File: config.mk
export PLATFORM = sky130hd
export DESIGN_NAME = obs_trace_emitter
export DESIGN_NICKNAME = d
export VERILOG_FILES = /design/src/rtl/obs_trace_pkg.sv /design/src/rtl/obs_sync_fifo.sv /design/src/rtl/obs_trace_emitter.sv
export SDC_FILE = /design/constraint.sdc
export NUM_CORES = 1
export LEC_CHECK = 0
export CAP_MARGIN = 20
export CORE_UTILIZATION = 40
export DETAILED_ROUTE_END_ITERATION = 8
export GPL_TIMING_DRIVEN = 0
export SYNTH_ARGS = -nofsm -noshare
export SYNTH_HDL_FRONTEND = slang
export SYNTH_SLANG_ARGS = --single-unit
File: constraint.sdc
create_clock -name clk -period 4.29 [get_ports clk]
set_clock_uncertainty 0.2 [all_clocks]
set_input_delay 0.858 -clock clk [delete_from_list [all_inputs] [get_ports clk]]
set_output_delay 0.858 -clock clk [all_outputs]
set_load 0.005 [all_outputs]
File: src/rtl/obs_trace_pkg.sv
// Shared types for the observation-trace emitter.
//   obs_rec_t    : one packed observation record {seq, commit, mem_v, mem_wr, addr}
//   emit_state_e : emitter flow-control state
//   SEQ_W/ADDR_W : default field widths
package obs_trace_pkg;
   localparam int SEQ_W  = 8;
   localparam int ADDR_W = 32;
   localparam int REC_W  = SEQ_W + ADDR_W + 3;

   typedef struct packed {
      logic [SEQ_W-1:0]  seq;
      logic              commit;
      logic              mem_v;
      logic              mem_wr;
      logic [ADDR_W-1:0] addr;
   } obs_rec_t;

   typedef enum logic [1:0] {RUN, HOLD, ERR} emit_state_e;
endpackage

File: src/rtl/obs_sync_fifo.sv
// Synchronous FIFO with an explicit occupancy counter.
// The caller must never push while full unless it also pops in the same cycle.
//   clk, rst     : clock, synchronous active-high reset
//   push, din    : write din at the tail
//   pop, dout    : dout is the head entry (combinational); pop advances it
//   count        : occupancy, 0..DEPTH
//   full, empty  : occupancy flags
module obs_sync_fifo
   import obs_trace_pkg::*;
#(
   parameter int  DEPTH = 4,
   parameter type T     = logic [REC_W-1:0]
) (
   input  logic                   clk,
   input  logic                   rst,
   input  logic                   push,
   input  logic                   pop,
   input  T                       din,
   output T                       dout,
   output logic [$clog2(DEPTH):0] count,
   output logic                   full,
   output logic                   empty
);
   localparam int PW = $clog2(DEPTH);
   localparam int CW = PW + 1;

   T              mem [DEPTH];
   logic [PW-1:0] rd_ptr, wr_ptr;

   always_ff @(posedge clk) begin
      if (rst) begin
         rd_ptr <= '0;
         wr_ptr <= '0;
         count  <= '0;
      end else begin
         if (push) wr_ptr <= wr_ptr + 1'b1;
         if (pop)  rd_ptr <= rd_ptr + 1'b1;
         count <= count + {{PW{1'b0}}, push} - {{PW{1'b0}}, pop};
      end
   end

   // Storage is not reset; count qualifies every entry.
   // At full with push+pop, wr_ptr==rd_ptr: the head is read this cycle and
   // the slot is rewritten at the edge, becoming the new tail.
   always_ff @(posedge clk) begin
      if (push) mem[wr_ptr] <= din;
   end

   assign dout  = mem[rd_ptr];
   assign full  = (count == CW'(DEPTH));
   assign empty = (count == '0);
endmodule

File: src/rtl/obs_trace_emitter.sv
// Observation-trace emitter: taps a core's commit and dmem request, tags
// each observation with a wrapping sequence number and streams it out
// through a FIFO over valid/ready. Requests a core stall near full and
// latches into ERR if a record is ever dropped.
//   clk, rst                       : clock, synchronous active-high reset
//   commit_valid, dmem_*           : tapped core events
//   core_stall                     : hold request to the core (HOLD or ERR)
//   out_valid/out_ready/out_data   : record stream {seq, commit, mem_v, mem_wr, addr}
//   overflow                       : sticky drop indication (state ERR)
//   count                          : FIFO occupancy
module obs_trace_emitter
   import obs_trace_pkg::*;
#(
   parameter int DEPTH = 4,
   parameter int SEQW  = SEQ_W,
   parameter int AW    = ADDR_W
) (
   input  logic                   clk,
   input  logic                   rst,
   input  logic                   commit_valid,
   input  logic                   dmem_valid,
   input  logic [AW-1:0]          dmem_addr,
   input  logic                   dmem_wr,
   output logic                   core_stall,
   output logic                   out_valid,
   input  logic                   out_ready,
   output logic [SEQW+AW+2:0]     out_data,
   output logic                   overflow,
   output logic [$clog2(DEPTH):0] count
);
   localparam int RW = SEQW + AW + 3;
   localparam int CW = $clog2(DEPTH) + 1;
   // Stall one entry early so the cycle in flight while the core reacts still fits.
   localparam logic [CW-1:0] HI_MARK = CW'(DEPTH - 1);
   localparam logic [CW-1:0] LO_MARK = CW'(DEPTH - 2);

   emit_state_e   state, state_nxt;
   logic [SEQW-1:0] seq;
   logic          push_req, push, pop, drop, full, empty;
   logic [RW-1:0] rec, head;
   logic [CW-1:0] count_nxt;

   assign push_req = (commit_valid | dmem_valid) && (state != ERR);
   assign pop      = out_valid & out_ready;
   assign push     = push_req && (!full || pop);
   assign drop     = push_req && !push;

   assign rec = {seq, commit_valid, dmem_valid, dmem_valid & dmem_wr,
                 dmem_valid ? dmem_addr : {AW{1'b0}}};

   obs_sync_fifo #(.DEPTH(DEPTH), .T(logic [RW-1:0])) u_fifo (
      .clk   (clk),
      .rst   (rst),
      .push  (push),
      .pop   (pop),
      .din   (rec),
      .dout  (head),
      .count (count),
      .full  (full),
      .empty (empty)
   );

   assign count_nxt  = count + {{(CW-1){1'b0}}, push} - {{(CW-1){1'b0}}, pop};
   assign out_valid  = !empty && (state != ERR);
   assign out_data   = out_valid ? head : '0;
   assign core_stall = (state != RUN);
   assign overflow   = (state == ERR);

   always_comb begin
      state_nxt = state;
      case (state)
         RUN:  if (drop) state_nxt = ERR;
               else if (count_nxt >= HI_MARK) state_nxt = HOLD;
         HOLD: if (drop) state_nxt = ERR;
               else if (count_nxt <= LO_MARK) state_nxt = RUN;
         ERR:  state_nxt = ERR;
         default: state_nxt = ERR;
      endcase
   end

   always_ff @(posedge clk) begin
      if (rst) begin
         state <= RUN;
         seq   <= '0;
      end else begin
         state <= state_nxt;
         if (push) seq <= seq + 1'b1;
      end
   end
endmodule
==> summary.txt <==
Clock network
  – CTS HTree Levels: 4
  – Post_cts resized: 0
  – CTS Root Cell: clkbuf_16
  – Postcts setup bufs: 0
  – Hold buffer count at cts: 0
  – Clk sinks: about 190
  – Clk buf depth: 2
  – Worst-Skew Late Latency: 0.41 ns
  – Total clock buffers created by CTS: 17
  – Clock transition at path regs: ~0.060 ns
  – CTS tree: built

Timing
  – Slew @ Worst Pin: 0.8806 ns
  – Final period utilization: between 80% and 90%
  – Setup TNS: 0 ns
  – RSZ-0062 raised after global routing: false
  – Slew Viols, Final: 0
  – Final Hold Viols: 0
  – Hold Slack: ~0.3 ns
  – Fmax: 264.1 MHz
  – Setup violators final: 0
  – Fin crit period: 3.787 ns
  – Max transition margin: about two fifths

Synth
  – Most used DFF post-synth: edfxtp_1
  – Area share of the largest cell type after synthesis: 67.79%
  – Mux cell area share after synthesis: roughly an eighth
  – Post-synth EDFFs: around 170
  – Synth cell types: 34
  – Post-Synth Simple-Gate Area: 9.558%
  – Seq/Total Area, Yosys: 72.79%
  – Synth Cell Area: about 7600 um^2
  – Count leader, synth: edfxtp_1
  – YS warnings: 0
  – Async S/R FF share, synth: 0%
  – Largest family of logic cells by synthesized area: multiplexers
  – Post-Syn Nets: 461
  – Area fraction in compound gates after synthesis: 0.6898%
  – Adder-Cell Fraction of Synth Area: 1.412%
  – Top cells by area, synth: edfxtp_1 (68%), mux4_2 (13%), dfxtp_1 (5.0%)
  – Cell taking the most area after synthesis: edfxtp_1
  – Xor and xnor fraction of the mapped netlist area: 1.035%
  – Commonest cells post-synth: edfxtp_1 (172), and3_1 (44), mux4_2 (43)
  – Gate Count Post-Synth: between 400 and 500
  – Yosys reg bits: 191
  – Post-Syn Area per Cell: 18.36 um^2

Route
  – Vias/cell: a little over 5
  – Vias: 3996
  – DRC: 0
  – Antenna Nets Post-Route: 0
  – Drt wl/cell: 19.26 um
  – Final wirelength: 14830 um
  – First-pass DRT Iterations: 4
  – DRT iter0 DRCs: 207

Placement
  – Dpl hpwl: approximately 9500 um
  – Area after DPL: between 8000 and 9000 um^2
  – Buffers on Ports: 85
  – Gpl congestion: 0.7254
  – Cells after DPL: 738

Setup path
  – R2R setup slack: 1.13 ns
  – Critical path endpoint category: primary output
  – Startpoint types: flop
  – Crit-path cells: clkbuf_1, buf_2, mux4_2, and3_1, clkdlybuf4s50_1
  – Critical path depth: 5
  – CP arrival: 2.73 ns
  – CP max stage cell: mux4_2
  – R2R Path Start: u_fifo.count[2]
  – CP max FO: 10
  – Crit path kind: reg -> out
  – CP required: 3.23 ns
  – Worst R2R Path Depth: 12
  – WP buf/inv: 3
  – Max incr delay on CP: 0.54 ns
  – Family with the most delay on the worst path: buffers and inverters

GRT
  – Initial antenna violation count: 0
  – Global-route usage over all layers: between 10% and 20%
  – Largest net degree at the start of global routing: 32
  – Vias in the first global route: 4363
  – GRT overflow: 0
  – First-pass GRT wire length: 23420 um

Die
  – Die W: between 100 and 150 um
  – Io pins: between 80 and 90
  – Total core area: 18710 um^2
  – Initial Util: approximately 40%
  – Die area: 19600 um^2
  – Row count: 50
  – Die H: between 100 and 150 um

Hold path
  – Hold_sp: u_fifo.wr_ptr[1]
  – Hold Path Depth: 2
  – Hold crit path type: reg -> reg

Layout
  – Area grow syn2layout: 22.99%
  – Nets: 569
  – Cell Count, Final, Fillers Out: between 700 and 800
  – Final core occ: 50.09%
  – Ant diodes: 0
  – Final instance area: 9370 um^2
  – Ratio of cells with drive above 1 in the final layout: 15.86%

Pwr
  – Leakage: 3.184 nW
  – P per Cell Area: 620.8 nW/um^2
  – IR drop worst, VDD: 0.0003236 V

Run status
  – Outcome: complete, no violations

Run
  – Maximum capacitance violations: 0
worst register-to-register path, stage by stage (launching register included):
cell and delay [ns]:
dfxtp_1 0.35, or3_2 0.47, clkbuf_1 0.29, and3_1 0.32, ha_1 0.27, inv_1 0.07, ha_1 0.15, inv_1 0.05
fa_1 0.37, xnor2_1 0.18, xnor2_1 0.15, a21oi_1 0.06, nor3b_1 0.15
stage by stage:
stage	power, mW	worst slack, ns
after detailed placement	4.551	0.1439
after floorplan	3.596	1.078
after CTS	5.907	0.4009
after global routing	6.124	0.2408
final	5.817	0.5034
after global placement	4.476	-0.8421
logic make-up after synthesis:
| group | after synthesis |
|---|---|
| and+or+nand+nor | 120 |
| AOI/OAI and AO/OA | 9 |
| xor gates and xnor gates | 9 |
| DFF | 191 |
| muxes | 43 |
| adders and majority gates | 8 |
| buffers and inverters | 35 |
flip-flops by register name, summed over array words and instances, names as in the netlist, named ones only:
| register | flops |
|---|---|
| u_fifo.count | 3 |
| u_fifo.rd_ptr | 2 |
| seq | 8 |
| state | 2 |
| u_fifo.wr_ptr | 2 |
| u_fifo.mem | 172 |
area by class of cell:
| class | instances | area [um^2] |
|---|---|---|
| plain buffers | 26 | 103.9 |
| fillers | 1559 | 9335 |
| repair buffers | 89 | 945.9 |
| clock buffers | 19 | 432.9 |
| inverters | 9 | 33.78 |
| well taps | 234 | 292.8 |
| clock inverters | 13 | 75.07 |
| multi-input cells | 189 | 1941 |
| flip-flops and latches | 191 | 5545 |
placed cells by master, fill, tap and decap left out, drive strengths merged:
master,n
mux4,43
clkbuf,40
buf,9
clkinv,9
nand3,4
inv,8
nand2b,1
nor4b,2
nand4,1
dfxtp,19
xor2,1
xnor2,8
a21o,1
and2,38
ha,7
nor2,12
edfxtp,172
and4,1
or4,2
and3,44
clkinvlp,5
nor3b,1
nor4,2
o31ai,2
a21oi,6
or2,1
clkdlybuf4s50,85
fa,1
nor2b,3
or3,2
nand2,6
power by group:
group,switching (mW),internal (mW)
Clock,0.628,0.728
Sequential,0.106,2.43
Combinational,0.836,1.08
Total,1.57,4.25
path summary, 6_finish.rpt:
path,to
setup / recovery,out_data[33]
hold / removal,u_fifo.wr_ptr[1]
setup reg to reg,state[0]
hold reg to reg,u_fifo.wr_ptr[1]
routing by layer:
| layer | up-vias | routed length, um | track usage [%] |
|---|---|---|---|
| met3 | 19 | 412 | 3.521 |
| li1 | 1843 | - | - |
| met1 | 2055 | 6567 | 20.24 |
| met5 | - | 0 | 0 |
| met2 | 79 | 7592 | 27.79 |
| met4 | 0 | 262 | 6.767 |
No activity file was read; power rests on OpenSTA's default activity.
